$ cat config.mk
export PLATFORM = sky130hd
export DESIGN_NAME = exibe_sequencia
export DESIGN_NICKNAME = d
export VERILOG_FILES = /design/src/rtl/exibe_sequencia_pkg.sv /design/src/rtl/contador_m.sv /design/src/rtl/exibe_sequencia.sv
export SDC_FILE = /design/constraint.sdc
export NUM_CORES = 1
export LEC_CHECK = 0
export ABC_AREA = 1
export ABC_CLOCK_PERIOD_IN_PS = 4450
export BUFFER_PORTS_ARGS = -buffer_cell sky130_fd_sc_hd__buf_4
export CELL_PAD_IN_SITES_DETAIL_PLACEMENT = 0
export CELL_PAD_IN_SITES_GLOBAL_PLACEMENT = 1
export CORE_ASPECT_RATIO = 0.7
export CORE_UTILIZATION = 44
export DETAILED_ROUTE_END_ITERATION = 7
export HOLD_SLACK_MARGIN = 0.15
export PLACE_DENSITY_LB_ADDON = 0.1
export SLEW_MARGIN = 20
export SYNTH_ARGS = -nofsm -noshare
export SYNTH_HDL_FRONTEND = slang
export SYNTH_HIERARCHICAL = 1
export SYNTH_SLANG_ARGS = --single-unit
$ cat constraint.sdc
create_clock -name clock -period 4.45 [get_ports clock]
set_clock_uncertainty 0.1 [all_clocks]
set_input_delay 0.6675 -clock clock [delete_from_list [all_inputs] [get_ports clock]]
set_output_delay 0.6675 -clock clock [all_outputs]
set_load 0.05 [all_outputs]
$ cat src/rtl/exibe_sequencia_pkg.sv
// Shared definitions for the sequence display block: FSM encodings and
// default display timings also used by the control unit.
package exibe_sequencia_pkg;

  localparam logic [2:0] OCIOSO  = 3'd0;
  localparam logic [2:0] LE_MEM  = 3'd1;
  localparam logic [2:0] CAPTURA = 3'd2;
  localparam logic [2:0] MOSTRA  = 3'd3;
  localparam logic [2:0] APAGA   = 3'd4;
  localparam logic [2:0] FIM     = 3'd5;

  localparam int T_ON_PADRAO  = 1000;
  localparam int T_OFF_PADRAO = 500;

  function automatic int max_int(input int a, input int b);
    return (a > b) ? a : b;
  endfunction

endpackage

$ cat src/rtl/contador_m.sv
// Modulo-M up counter with synchronous clear; clear has priority over count.
module contador_m #(
  parameter int M = 100,
  parameter int N = 7
) (
  input  logic         clock,
  input  logic         zera_s,
  input  logic         conta,
  output logic [N-1:0] Q
);

  logic [N-1:0] r_q;

  always_ff @(posedge clock) begin
    if (zera_s) begin
      r_q <= '0;
    end else if (conta) begin
      r_q <= (r_q == N'(M - 1)) ? '0 : r_q + 1'b1;
    end
  end

  assign Q = r_q;

endmodule

$ cat src/rtl/exibe_sequencia.sv
// Reads tamanho items from the game ROM and shows each on the LEDs for T_ON
// cycles followed by a T_OFF blank gap, then pulses pronto.
module exibe_sequencia
  import exibe_sequencia_pkg::*;
#(
  parameter int T_ON  = T_ON_PADRAO,
  parameter int T_OFF = T_OFF_PADRAO,
  parameter int W_T   = 16
) (
  input  logic       clock,
  input  logic       reset,
  input  logic       iniciar,
  input  logic [3:0] tamanho,
  input  logic [3:0] dado_rom,
  output logic [3:0] endereco,
  output logic [3:0] leds,
  output logic       ocupado,
  output logic       pronto,
  output logic [2:0] db_estado
);

  localparam int M_T = max_int(T_ON, T_OFF);
  localparam logic [W_T-1:0] FIM_ON  = W_T'(T_ON - 1);
  localparam logic [W_T-1:0] FIM_OFF = W_T'(T_OFF - 1);

  logic [2:0]     r_estado;
  logic [2:0]     w_estado_prox;
  logic [3:0]     r_tamanho;
  logic [3:0]     r_indice;
  logic [3:0]     r_endereco;
  logic [3:0]     r_leds;
  logic           r_ocupado;
  logic           r_pronto;
  logic [W_T-1:0] w_timer;
  logic           w_zera;
  logic           w_conta;
  logic           w_fim_tempo;
  logic           w_ultimo;

  // Timer is held cleared outside MOSTRA/APAGA and on every phase change.
  contador_m #(
    .M (M_T),
    .N (W_T)
  ) u_timer (
    .clock  (clock),
    .zera_s (reset | w_zera),
    .conta  (w_conta),
    .Q      (w_timer)
  );

  assign w_ultimo = (r_indice == r_tamanho - 4'd1);

  always_comb begin
    w_estado_prox = r_estado;
    w_zera        = 1'b1;
    w_conta       = 1'b0;
    w_fim_tempo   = 1'b0;
    case (r_estado)
      OCIOSO: begin
        if (iniciar) begin
          w_estado_prox = (tamanho == 4'd0) ? FIM : LE_MEM;
        end
      end
      LE_MEM:  w_estado_prox = CAPTURA;
      CAPTURA: w_estado_prox = MOSTRA;
      MOSTRA: begin
        w_conta     = 1'b1;
        w_fim_tempo = (w_timer == FIM_ON);
        w_zera      = w_fim_tempo;
        if (w_fim_tempo) begin
          w_estado_prox = APAGA;
        end
      end
      APAGA: begin
        w_conta     = 1'b1;
        w_fim_tempo = (w_timer == FIM_OFF);
        w_zera      = w_fim_tempo;
        if (w_fim_tempo) begin
          w_estado_prox = w_ultimo ? FIM : LE_MEM;
        end
      end
      FIM:     w_estado_prox = OCIOSO;
      default: w_estado_prox = OCIOSO;
    endcase
  end

  always_ff @(posedge clock) begin
    if (reset) begin
      r_estado   <= OCIOSO;
      r_tamanho  <= 4'd0;
      r_indice   <= 4'd0;
      r_endereco <= 4'd0;
      r_leds     <= 4'd0;
      r_ocupado  <= 1'b0;
      r_pronto   <= 1'b0;
    end else begin
      r_estado  <= w_estado_prox;
      r_ocupado <= (w_estado_prox != OCIOSO);
      r_pronto  <= (w_estado_prox == FIM);

      // LED register mirrors the state that is about to be entered.
      if (w_estado_prox != MOSTRA) begin
        r_leds <= 4'd0;
      end else if (r_estado == CAPTURA) begin
        r_leds <= dado_rom;
      end

      if (r_estado == OCIOSO && iniciar) begin
        r_tamanho  <= tamanho;
        r_indice   <= 4'd0;
        r_endereco <= 4'd0;
      end else if (r_estado == APAGA && w_fim_tempo && !w_ultimo) begin
        r_indice   <= r_indice + 4'd1;
        r_endereco <= r_endereco + 4'd1;
      end
    end
  end

  assign endereco  = r_endereco;
  assign leds      = r_leds;
  assign ocupado   = r_ocupado;
  assign pronto    = r_pronto;
  assign db_estado = r_estado;

endmodule

# == Word-level counts from Yosys, hierarchy flattened ==
# Index checks and enable logic that the tools add are counted.
# word_totals
latch_bits,0
reg_bits,37
input_bits,11
mem_count,0
mem_bits_rw,0
out_inout_bits,13
wordCells,42
romBits,0
# classes
add_sub_neg,4
mux,10
bitwise,1
n_shift,0
eq_ne,9
n_reduce_logical,10
magnitude_cmp,0
mul,0
n_div,0
# ops
cell,count
"adder 16 x 1 -> 16 bit, second input constant",1
"equality test 16 x 10 -> 1 bit, second input constant",1
"equality test 16 x 9 -> 1 bit, second input constant",1
two-way mux 16 bit,1
two-way mux 3 bit,5
case mux 3 bit (5 select lines),1
"adder 4 x 1 -> 4 bit, second input constant",2
"equality test 3 x 2 -> 1 bit, second input constant",2
"equality test 3 bit, second input constant",2
OR reduction 2 bit,3
equality test 4 bit,1
logical NOT 4 bit,1
case mux 1 bit (2 select lines),2
"subtractor 4 x 1 -> 4 bit, second input constant",1
"equality test 3 x 1 -> 1 bit, second input constant",1
logical AND 1 bit,3
logical NOT 3 bit,1
"inequality test 3 x 2 -> 1 bit, second input constant",1
nonzero test 3 bit,1
logical NOT 1 bit,1
two-way mux 1 bit,1
bitwise OR 1 bit,1

# == Depth between registers and ports, before layout ==
# Gate-level depths: netlist (run 1).
# logic_depth
word_depth,7
mapped_depth,13
depth_no_buf,13

# == Hierarchy ==
# The synthesis (run 1) kept the hierarchy.
# by_module_without_submodules
mod,cells_per_inst,seq_area_each_um2,n_inst,area_per_inst_um2
exibe_sequencia,205,420.4,1,1358.8
contador_m,140,320.3,1,878.3

# == Worst setup path after synthesis (run 1) ==
# OpenSTA, ideal clock, no wires.
# synth_path
path_kind,flip-flop to flip-flop
start,register r_estado[2] (netlist: db_estado[2])
end,register u_timer.r_q[5] (netlist: u_timer/Q[5])
synth_period_minus_slack_ns,2.042
setup_slack_ns,2.408
path_stages_with_launch,11
arrival_ns,1.876
setup_time_ns,0.066
n_path_buf,1
required_ns,4.284
cell_sequence,dfxtp_1 -> inv_1 -> nor2_4 -> inv_2 -> nand2_1 -> buf_2 -> inv_2 -> nor2_4 -> nand2_2 -> or2_0 -> a21oi_2
# synth_via
elab_chain_cells,3
elab_cells_between_ends,6
cone_classes,2 x eq/ne; 2 x mux; 1 x bitwise; 1 x reduce/logical
# synth_rtl
element,line_no,text
"start, declared",exibe_sequencia.sv:26,logic [2:0] r_estado;
"start signal, assigned",exibe_sequencia.sv:97,r_estado <= w_estado_prox;
equality test 3 bit / equality test 3 x 2 -> 1 bit (equally long branches),exibe_sequencia.sv:58,case (r_estado)
OR reduction 2 bit (no line) (*),n/a,
two-way mux 1 bit (*),exibe_sequencia.sv:58,
via w_conta,exibe_sequencia.sv:36,logic w_conta;
"end signal, assigned",contador_m.sv:18,r_q <= (r_q == N'(M - 1)) ? '0 : r_q + 1'b1;
"end, declared",contador_m.sv:12,logic [N-1:0] r_q;
# The timed path passes the listed nets; every way through them passes the cells marked *.
# A chain may end at the register's enable or synchronous reset.

# == Worst setup path in the final report (run 1) ==
# layout_path
start,register r_estado[1] (netlist: db_estado[1])
end,register u_timer.r_q[11] (netlist: u_timer/Q[11])
# The elaborated chain is that of the path after synthesis.

==> results of run 1 <==
-- cells in the final DEF (no fill, tap or decap) --
cell type,synthesis,layout
mux2_2,4,4
or2_0,1,1
inv_2,9,9
o21ai_2,1,1
mux2i_1,1,1
nand2_2,6,6
nand3_1,26,26
nor2_4,4,4
o21ai_0,5,5
nand2_4,2,2
dfxtp_1,37,37
and3_1,1,1
nand3_2,3,3
clkbuf_1,0,1
or2_2,1,1
nor2_1,52,52
a21oi_1,14,14
a211oi_1,1,1
nand2_1,90,90
clkbuf_8,0,6
nor3_1,5,5
nor2_8,1,1
nand3b_1,3,3
nor2_2,8,8
nand4_1,7,7
buf_4,0,23
xor2_1,6,6
inv_1,49,49
a21oi_2,2,2
xnor2_1,1,1
ha_1,4,4
-- critical path, cell delays in order, from the launching register on --
cell	delay (ns)
dfxtp_1	0.43
nor2_2	0.07
inv_2	0.07
nor2_4	0.04
inv_2	0.11
nand2_1	0.27
nand2_1	0.15
nor2_1	0.04
nand2_1	0.09
nor2_1	0.06
nor2_2	0.33
nand2_1	0.09
nor2_1	0.10
-- cell families (layout without fill, tap and decap cells) --
group | Yosys count | after routing | share of synthesized area (%)
buffers and inverters | 59 | 88 | 9.955
DFF | 37 | 37 | 33.11
adders and majority gates | 4 | 4 | 2.237
muxes | 5 | 5 | 2.461
and+or+nand+nor | 210 | 210 | 43.74
AOI/OAI and AO/OA | 23 | 23 | 5.761
xor gates and xnor gates | 7 | 7 | 2.741
-- stage by stage --
step | power (mW) | util, % | hold WS (ns) | cell area, µm² | setup slack (ns)
after floorplan | 0.4344 | - | 0.3468 | 2237 | 2.408
after global placement | 0.4626 | 51.53 | 0.3654 | 2491 | 2.473
after detailed placement | 0.4627 | 51.53 | 0.3707 | 2491 | 2.480
after CTS | 0.7048 | 53.31 | 0.3806 | 2577 | 2.467
after global routing | 0.7313 | 53.31 | 0.4118 | 2577 | 2.242
final | 0.6953 | 53.31 | 0.3784 | 2577 | 2.453
-- sequential cells by signal, summed over array words and instances, names as in the netlist --
signal	cells
leds	4
r_indice	4
u_timer/Q	16
endereco	4
pronto	1
db_estado	3
r_tamanho	4
ocupado	1
-- power by group through the flow --
stage / sequential (mW) / clock, mW / combinational (mW)
CTS: 0.347 / 0.249 / 0.108
global route: 0.348 / 0.263 / 0.121
detailed placement: 0.355 / 0 / 0.108
global placement: 0.355 / 0 / 0.108
floorplan: 0.368 / 0 / 0.0660
finish: 0.347 / 0.241 / 0.107
-- layout make-up --
class	instances	area (µm²)	area share, %
flip-flops and latches	37	740.7	28.74
inverters	58	217.7	8.447
multi-input cells	249	1274	49.42
repair buffers	23	172.7	6.699
well taps	69	86.33	3.350
clock buffers	7	86.33	3.350
-- worst paths after layout --
kind                            slack (ns)            end    startpoint
worst max-delay path                  2.45  u_timer/Q[11]  db_estado[1]
worst min register to register        0.38   r_tamanho[1]  r_tamanho[1]
worst min-delay path                  0.38   r_tamanho[1]  r_tamanho[1]
worst max register to register        2.45  u_timer/Q[11]  db_estado[1]
-- layer usage --
metal  share of wire (%)  track usage, %  vias up
li1                    -               -     1127
met1                  58           33.41      904
met3                 4.0           4.021        2
met2                  38           25.87       30
met5                   0               0        -
met4                0.56           6.323        0
==> results.toml, run 1 <==
[outcome]
status = "completed"

[power]
swShare_pct = 27.97
seqPwrFrac_pct = 49.9
power_frac_clock_pct = 34.7
p_int_uw = 500.9
vdd_ir_drop_max_uv = 137.8
p_sw_uw = 194.5
p_leak_nw = 1.127
p_comb_share_pct = 15.5
p_per_area_mw_per_mm2 = 269.8

[final_layout]
area_growth_pct = 15.21
diodes = 0
instances_no_fill = 443
drive_gt1_share_pct = 18.72
nFillCells = 515
fin_nets = 389

[global_routing]
grt_start_max_net_pins = 12
grt_pass1_wl_mm = 8.169
grt_pass1_vias = 1686
antenna_found_initial = 0
grt-ovfl-total = 0
grt_util_all_layers_pct = 20.53

[logic_synthesis]
synth_common_cells = "nand2_1, nor2_1, inv_1"
synthCells = 345
ys_seq_area_share_pct = 33.11
synth_most_common_cell = "nand2_1"
synth_nets = 360
synthArstFlopShare_pct = 0
synth_edf_count = 0
ys_warn_count = 6
ys_dominant_reg_cell = "dfxtp_1"
avgSynthCellArea_um2 = 6.484
netlist-cell-type-count = 29
synth_top_area_share_pct = 33.11
post-synth-top-area-cell = "dfxtp_1"
synth_area_mm2 = 0.002237
ys_ff_latch = 37
synth.area.top_cells = "dfxtp_1, nand2_1, nor2_1"

[timing]
fmax_mhz = 500.6
max-slew-margin-rel_pct = 71.43
hold_viol_final = 0
slew_viol_final = 0
worst_slew_pin_slew_ns = 0.4280
fin_crit_ns = 1.997
final-setup-viol-count = 0
setup_tns_ns = 0
rsz0062_at_grt = "false"
finalCritPeriodShare_pct = 44.89

[die]
dieHeight_um = 61.66
die_x_um = 87.23
ios = 24
die_area_mm2 = 0.005378
rows = 21
floorplan.initialDensity_pct = 46.27
coreArea_mm2 = 0.004835

[clocking]
cts_sinks = 37
cts-buffers-inserted = 5
clock_latency_ns = 0.29
cts_tree = "yes"
cts_hold_buf = 0
path_clk_slew_ns = 0.07
cts_setup_buffers = 0
cts_max_path_buffers = 2
htreeDepth = 2
cts-root-buf = "clkbuf_8"
ctsResizeCount = 0

[route]
ant_nets = 0
vias_per_cell = 4.657
vias = 2063
route.detailed.drc = 0
drtIter0Drc = 134
wl_per_cell_um = 11.33
routed_wl_mm = 5.020
drtPass1Iterations = 4

[placed_design]
gp_congestion = 0.8560
hpwl_mm = 3.947
dp.cells = 436
port-buffer-count = 23

[job]
max_cap_viol_count = 0

[worst_hold_path]
min_path_cells = 2
hp-class = "register to register"

[setup_path]
critPathLaunchType = "register"
critPathKind = "register to register"
crit_arrival_ns = 2.13
r2r_cells = 12
critPathCaptureType = "register"
critPathMaxFanout = 9
cp.required_ns = 4.58
No activity file was read; power rests on OpenSTA's default activity.
==> run 2: changes to the inputs <==
--- a/config.mk
+++ b/config.mk
@@ -5,13 +5,13 @@
 export SDC_FILE = /design/constraint.sdc
 export NUM_CORES = 1
 export LEC_CHECK = 0
-export ABC_AREA = 1
-export ABC_CLOCK_PERIOD_IN_PS = 4450
+export ABC_AREA = 0
+export ABC_CLOCK_PERIOD_IN_PS = 2100
 export BUFFER_PORTS_ARGS = -buffer_cell sky130_fd_sc_hd__buf_4
 export CELL_PAD_IN_SITES_DETAIL_PLACEMENT = 0
 export CELL_PAD_IN_SITES_GLOBAL_PLACEMENT = 1
 export CORE_ASPECT_RATIO = 0.7
-export CORE_UTILIZATION = 44
+export CORE_UTILIZATION = 43
 export DETAILED_ROUTE_END_ITERATION = 7
 export HOLD_SLACK_MARGIN = 0.15
 export PLACE_DENSITY_LB_ADDON = 0.1
==> constraint.sdc (replaced) <==
create_clock -name clock -period 2.1 [get_ports clock]
set_clock_uncertainty 0.1 [all_clocks]
set_input_delay 0.315 -clock clock [delete_from_list [all_inputs] [get_ports clock]]
set_output_delay 0.315 -clock clock [all_outputs]
set_load 0.05 [all_outputs]
==> results.toml, run 2 <==
[outcome]
status = "completed"

[die]
coreArea_mm2 = 0.004065
rows = 19
die_x_um = 81.12
die_area_mm2 = 0.004655
ios = 24
floorplan.initialDensity_pct = 46.35
dieHeight_um = 57.39

[setup_path]
cp.required_ns = 2.23
cpLargestDelayFamily = "simple AND/OR/NAND/NOR gates"
crit_arrival_ns = 2.21
critPathKind = "register to register"
r2r_cells = 6
cp.buffers_inverters = 1
path_cells = "or4b_4 > nor4_4 > buf_4 > o2111ai_2 > or4_1 > nand2_1"
critPathLaunchType = "register"
cp.depth = 6
critPathCaptureType = "register"
cpMaxStageDelayCell = "or4b_4"
cpPeakStageDelay_ns = 0.54
critPathMaxFanout = 4

[route]
ant_nets = 0
routed_wl_mm = 4.536
drtIter0Drc = 75
drtPass1Iterations = 4
vias_per_cell = 5.481
vias = 1754
route.detailed.drc = 0
wl_per_cell_um = 14.18

[clocking]
cts-root-buf = "clkbuf_8"
htreeDepth = 2
cts-buffers-inserted = 5
clock_latency_ns = 0.28
cts_sinks = 37
cts_tree = "yes"
cts_max_path_buffers = 2
path_clk_slew_ns = 0.07

[timing]
rsz0062_at_grt = "true"
worst_slew_pin_slew_ns = 0.5296
final-setup-viol-count = 0
fin_crit_ns = 2.085
finalCritPeriodShare_pct = 99.30
max-slew-margin-rel_pct = 64.44
slew_viol_final = 0
setup_tns_ns = 0
hold_viol_final = 0
fmax_mhz = 479.5

[logic_synthesis]
synthCells = 219
synth_nets = 234
synth_top_area_share_pct = 39.31
synth_most_common_cell = "nor2_1"
post-synth-top-area-cell = "dfxtp_1"
synth-xor-area-share_pct = 10.03
synth_common_cells = "nor2_1, dfxtp_1, nand2_1"
ys_dominant_reg_cell = "dfxtp_1"
synth_edf_count = 0
synthMuxAreaShare_pct = 3.187
ys_ff_latch = 37
synthAdderAreaFrac_pct = 2.656
ys_seq_area_share_pct = 39.31
synth_compound_area_share_pct = 9.960
synth_top_family_by_area = "simple AND/OR/NAND/NOR gates"
synth_area_mm2 = 0.001884
synthSimpleGateAreaFrac_pct = 30.68
ys_warn_count = 6
synthArstFlopShare_pct = 0
netlist-cell-type-count = 42
avgSynthCellArea_um2 = 8.604
synth.area.top_cells = "dfxtp_1, nor2_1, xnor2_1"

[final_layout]
largest_reg_flops = 16
multi_input_area_mm2 = 0.001156
layout.cells.most_common = "buf_4"
drive_gt1_share_pct = 29.85
fin_nets = 282
nFillCells = 347
mostFrequentLayoutCells = "buf_4, nor2_1, dfxtp_1"
diodes = 0
instances_no_fill = 320
area.sequential_um2 = 747.0
area_growth_pct = 30.01

[worst_hold_path]
min_path_cells = 3
hp-class = "input pin to register"

[global_routing]
grt_util_all_layers_pct = 20.11
grt_pass1_vias = 1570
grt_start_max_net_pins = 17
grt_pass1_wl_mm = 7.072
grt-ovfl-total = 0
antenna_found_initial = 0

[placed_design]
port-buffer-count = 23
gp_congestion = 0.8772
dp.cells = 305
hpwl_mm = 3.152

[power]
p_per_area_mw_per_mm2 = 571.9
p_leak_nw = 0.9490
vdd_ir_drop_max_uv = 429.9

[job]
max_cap_viol_count = 0
-- run 2: cell types whose count changed in the layout (fill, tap and decap cells not counted), sizes merged, moves of 10 or more --
| cell | change |
|---|---|
| buf | +27 |
| inv | -51 |
| nand3 | -20 |
| nand2 | -83 |
| nor2 | -27 |
| xnor2 | +10 |
-- run 2: where the power goes --
| part | leakage [nW] | total (mW) | switching (mW) | internal [mW] |
|---|---|---|---|---|
| combinational | 0.608 | 0.200 | 0.120 | 0.0800 |
| clock | 0.0395 | 0.474 | 0.238 | 0.236 |
| sequential | 0.302 | 0.728 | 0.0103 | 0.718 |
-- run 2: through the flow --
stage	instance area [µm²]	power, mW	utilization (%)	hold WS [ns]	worst slack, ns
floorplan	1892	0.8721	-	0.3536	-0.07285
global placement	2240	0.9252	55.09	0.3777	0.02310
detailed placement	2240	0.9278	55.09	0.3918	-0.08763
CTS	2332	1.399	57.37	0.1676	-0.01227
global route	2450	1.482	60.26	0.1723	-0.04220
finish	2450	1.401	60.26	0.1694	0.01466
-- run 2: area by class of cell --
type,count,area share [%]
repair buffers,50,15.32
flip-flops and latches,37,30.49
multi-input cells,166,47.19
inverters,7,1.073
well taps,52,2.656
clock buffers,8,3.269
-- run 2: metal layers --
metal / share of wire [%] / wire length [µm] / global-route usage [%]
met1: 51 / 2336 / 29.53
met2: 43 / 1965 / 29.29
met3: 4.8 / 217 / 5.280
met4: 0.35 / 16 / 4.592
met5: 0 / 0 / 0
-- run 2: kinds of logic (layout without fill, tap and decap cells) --
group	after synthesis	count (layout)
and+or+nand+nor	106	106
DFF	37	37
AOI/OAI and AO/OA	28	30
xor gates and xnor gates	20	20
buffers and inverters	18	65
muxes	6	6
adders and majority gates	4	4
-- run 2: path summary, 6_finish.rpt --
kind / slack, ns / startpoint / to
min: 0.17 / tamanho[1] / r_tamanho[1]
max reg2reg: 0.01 / u_timer/Q[10] / endereco[3]
min reg2reg: 0.40 / endereco[3] / endereco[3]
max: 0.01 / u_timer/Q[10] / endereco[3]
-- run 2: worst register-to-register path: cells and delay by family (launching register included) --
kind                   cells  cell delay [ns]
AND/OR/NAND/NOR            4             1.29
flip-flops                 1             0.32
buffers and inverters      1             0.18
AO/OA/AOI/OAI              1             0.14
-- run 2: repair_timing --
| item | CTS | global route |
|---|---|---|
| hold buffers | 0 | 0 |
| gates cloned | 0 | 2 |
| gates resized for setup | 2 | 13 |
| pin swaps | 1 | 9 |
| setup buffers | 0 | 5 |
| setup endpoints to repair | 17 | 23 |
| hold endpoints to repair | 0 | 0 |
==> run 3: changes to the inputs <==
--- a/config.mk
+++ b/config.mk
@@ -10,7 +10,7 @@
 export BUFFER_PORTS_ARGS = -buffer_cell sky130_fd_sc_hd__buf_4
 export CELL_PAD_IN_SITES_DETAIL_PLACEMENT = 0
 export CELL_PAD_IN_SITES_GLOBAL_PLACEMENT = 1
-export CORE_ASPECT_RATIO = 0.7
+export CORE_ASPECT_RATIO = 0.75
 export CORE_UTILIZATION = 43
 export DETAILED_ROUTE_END_ITERATION = 7
 export HOLD_SLACK_MARGIN = 0.15
==> results.toml, run 3 (synthesized netlist as in run 2, its figures left out) <==
[setup_path]
critPathMaxFanout = 7
crit_arrival_ns = 2.18
critPathKind = "register to register"
critPathLaunchType = "register"
r2r_cells = 5
ff2ff_setup_slack_ns = 0.05
critPathCaptureType = "register"
reg2reg_from = "u_timer/Q[14]"
worst_r2r_endpoint = "r_indice[3]"
cp.required_ns = 2.23

[power]
p_per_area_mw_per_mm2 = 627.8
p_leak_nw = 0.9041
vdd_ir_drop_max_uv = 430.8

[route]
routed_wl_mm = 4.074
wl_per_cell_um = 13.14
drtPass1Iterations = 4
vias_per_cell = 5.229
route.detailed.drc = 0
ant_nets = 0
vias = 1621
drtIter0Drc = 33

[global_routing]
use_met2_pct = 30.45
met3_usage_pct = 4.615
antenna_found_initial = 0
grt_pass1_vias = 1494
grt_use_met1_pct = 25.14
grt_util_all_layers_pct = 19.12
grt-ovfl-total = 0
top_usage_layer = "met2"
grt_start_max_net_pins = 17
grt_pass1_wl_mm = 6.768

[worst_hold_path]
min-delay-start = "tamanho[2]"
min_delay_worst_endpoint = "r_tamanho[2]"
min_path_cells = 3
hp-class = "input pin to register"

[timing]
setup_ws_ns = 0.05073
fmax_mhz = 488.0
slew_viol_final = 0
max-slew-margin-rel_pct = 73.18
hold_viol_final = 0
worst_slew_pin_slew_ns = 0.4012
finalCritPeriodShare_pct = 97.58
rsz0062_at_grt = "true"
final-setup-viol-count = 0
fin_crit_ns = 2.049

[job]
max_cap_viol_count = 0

[placed_design]
hpwl_mm = 3.066
place_ws_ns = 0.01549
port-buffer-count = 23
gp_congestion = 0.8401
dp.cells = 302

[die]
floorplan.initialDensity_pct = 45.64
coreArea_mm2 = 0.004129
ios = 24
rows = 20
die_x_um = 78.44
dieHeight_um = 59.33
die_area_mm2 = 0.004654

[final_layout]
largest_reg_flops = 16
layout.cells.most_common = "buf_4"
finish.utilization_pct = 55.88
area_growth_pct = 22.44
drive_gt1_share_pct = 23.14
fin_nets = 269
instances_no_fill = 310
mostFrequentLayoutCells = "buf_4, nor2_1, dfxtp_1"
diodes = 0

[clocking]
htreeDepth = 2
cts-buffers-inserted = 5
cts-root-buf = "clkbuf_8"
cts_setup_buffers = 0
path_clk_slew_ns = 0.07
cts_tree = "yes"
clock_latency_ns = 0.29
cts_max_path_buffers = 2
cts_sinks = 37

[outcome]
status = "completed"
-- run 3: cell count changes in the layout (fill, tap and decap cells not counted), sizes merged --
cell / change
o2111ai: -1
o21bai: -1
buf: -11
clkinv: +1
clkbuf: -1
-- run 3: worst max-delay path: stages (launching register included) --
cell	delay [ns]
dfxtp_2	0.33
or4b_4	0.54
nor4_4	0.24
o2111ai_2	0.26
or4_1	0.45
nand2_1	0.08
-- run 3: timing repair --
item                       CTS  global route
resized for setup            0             1
setup endpoints to repair    0            20
hold buffers                 0             0
-- run 3: how the worst max path moves through the flow --
| stage | start | end | slack, ns | depth (start not counted) |
|---|---|---|---|---|
| after CTS | u_timer/Q[14] | u_timer/Q[11] | 0.01 | 6 |
| after detailed placement | u_timer/Q[14] | u_timer/Q[11] | 0.02 | 6 |
| final | u_timer/Q[14] | r_indice[3] | 0.05 | 5 |
| after global routing | u_timer/Q[14] | u_timer/Q[12] | -0.05 | 6 |
| after floorplan | u_timer/Q[14] | r_indice[2] | -0.07 | 6 |
| after global placement | u_timer/Q[14] | u_timer/Q[10] | 0.08 | 6 |
-- run 3: power by group --
group | total [mW] | internal (mW) | switching [mW]
clock | 0.538 | 0.296 | 0.242
sequential | 0.734 | 0.718 | 0.0168
combinational | 0.176 | 0.0737 | 0.102
-- run 3: metal layers --
metal  part of all wire (%)  wire length (µm)
met5                      0                 0
met4                    1.3                51
met3                    3.1               127
met2                     46              1877
met1                     50              2017
-- run 3: layout make-up --
type | count | area, µm²
clock buffers | 7 | 96.34
clock inverters | 1 | 5.005
repair buffers | 39 | 292.8
inverters | 7 | 26.28
multi-input cells | 164 | 1072
well taps | 55 | 68.82
flip-flops and latches | 37 | 745.7
fillers | 401 | 1822
-- run 3: per-stage QoR --
step / TNS, ns / hold WS [ns] / total power [mW] / cell area, µm²
after floorplan: -0.1879 / 0.3536 / 0.8721 / 1892
after global placement: 0 / 0.3825 / 0.9206 / 2198
final: 0 / 0.1729 / 1.449 / 2307
after CTS: 0 / 0.1701 / 1.466 / 2300
after global routing: -0.5595 / 0.1719 / 1.521 / 2307
after detailed placement: 0 / 0.3921 / 0.9255 / 2198
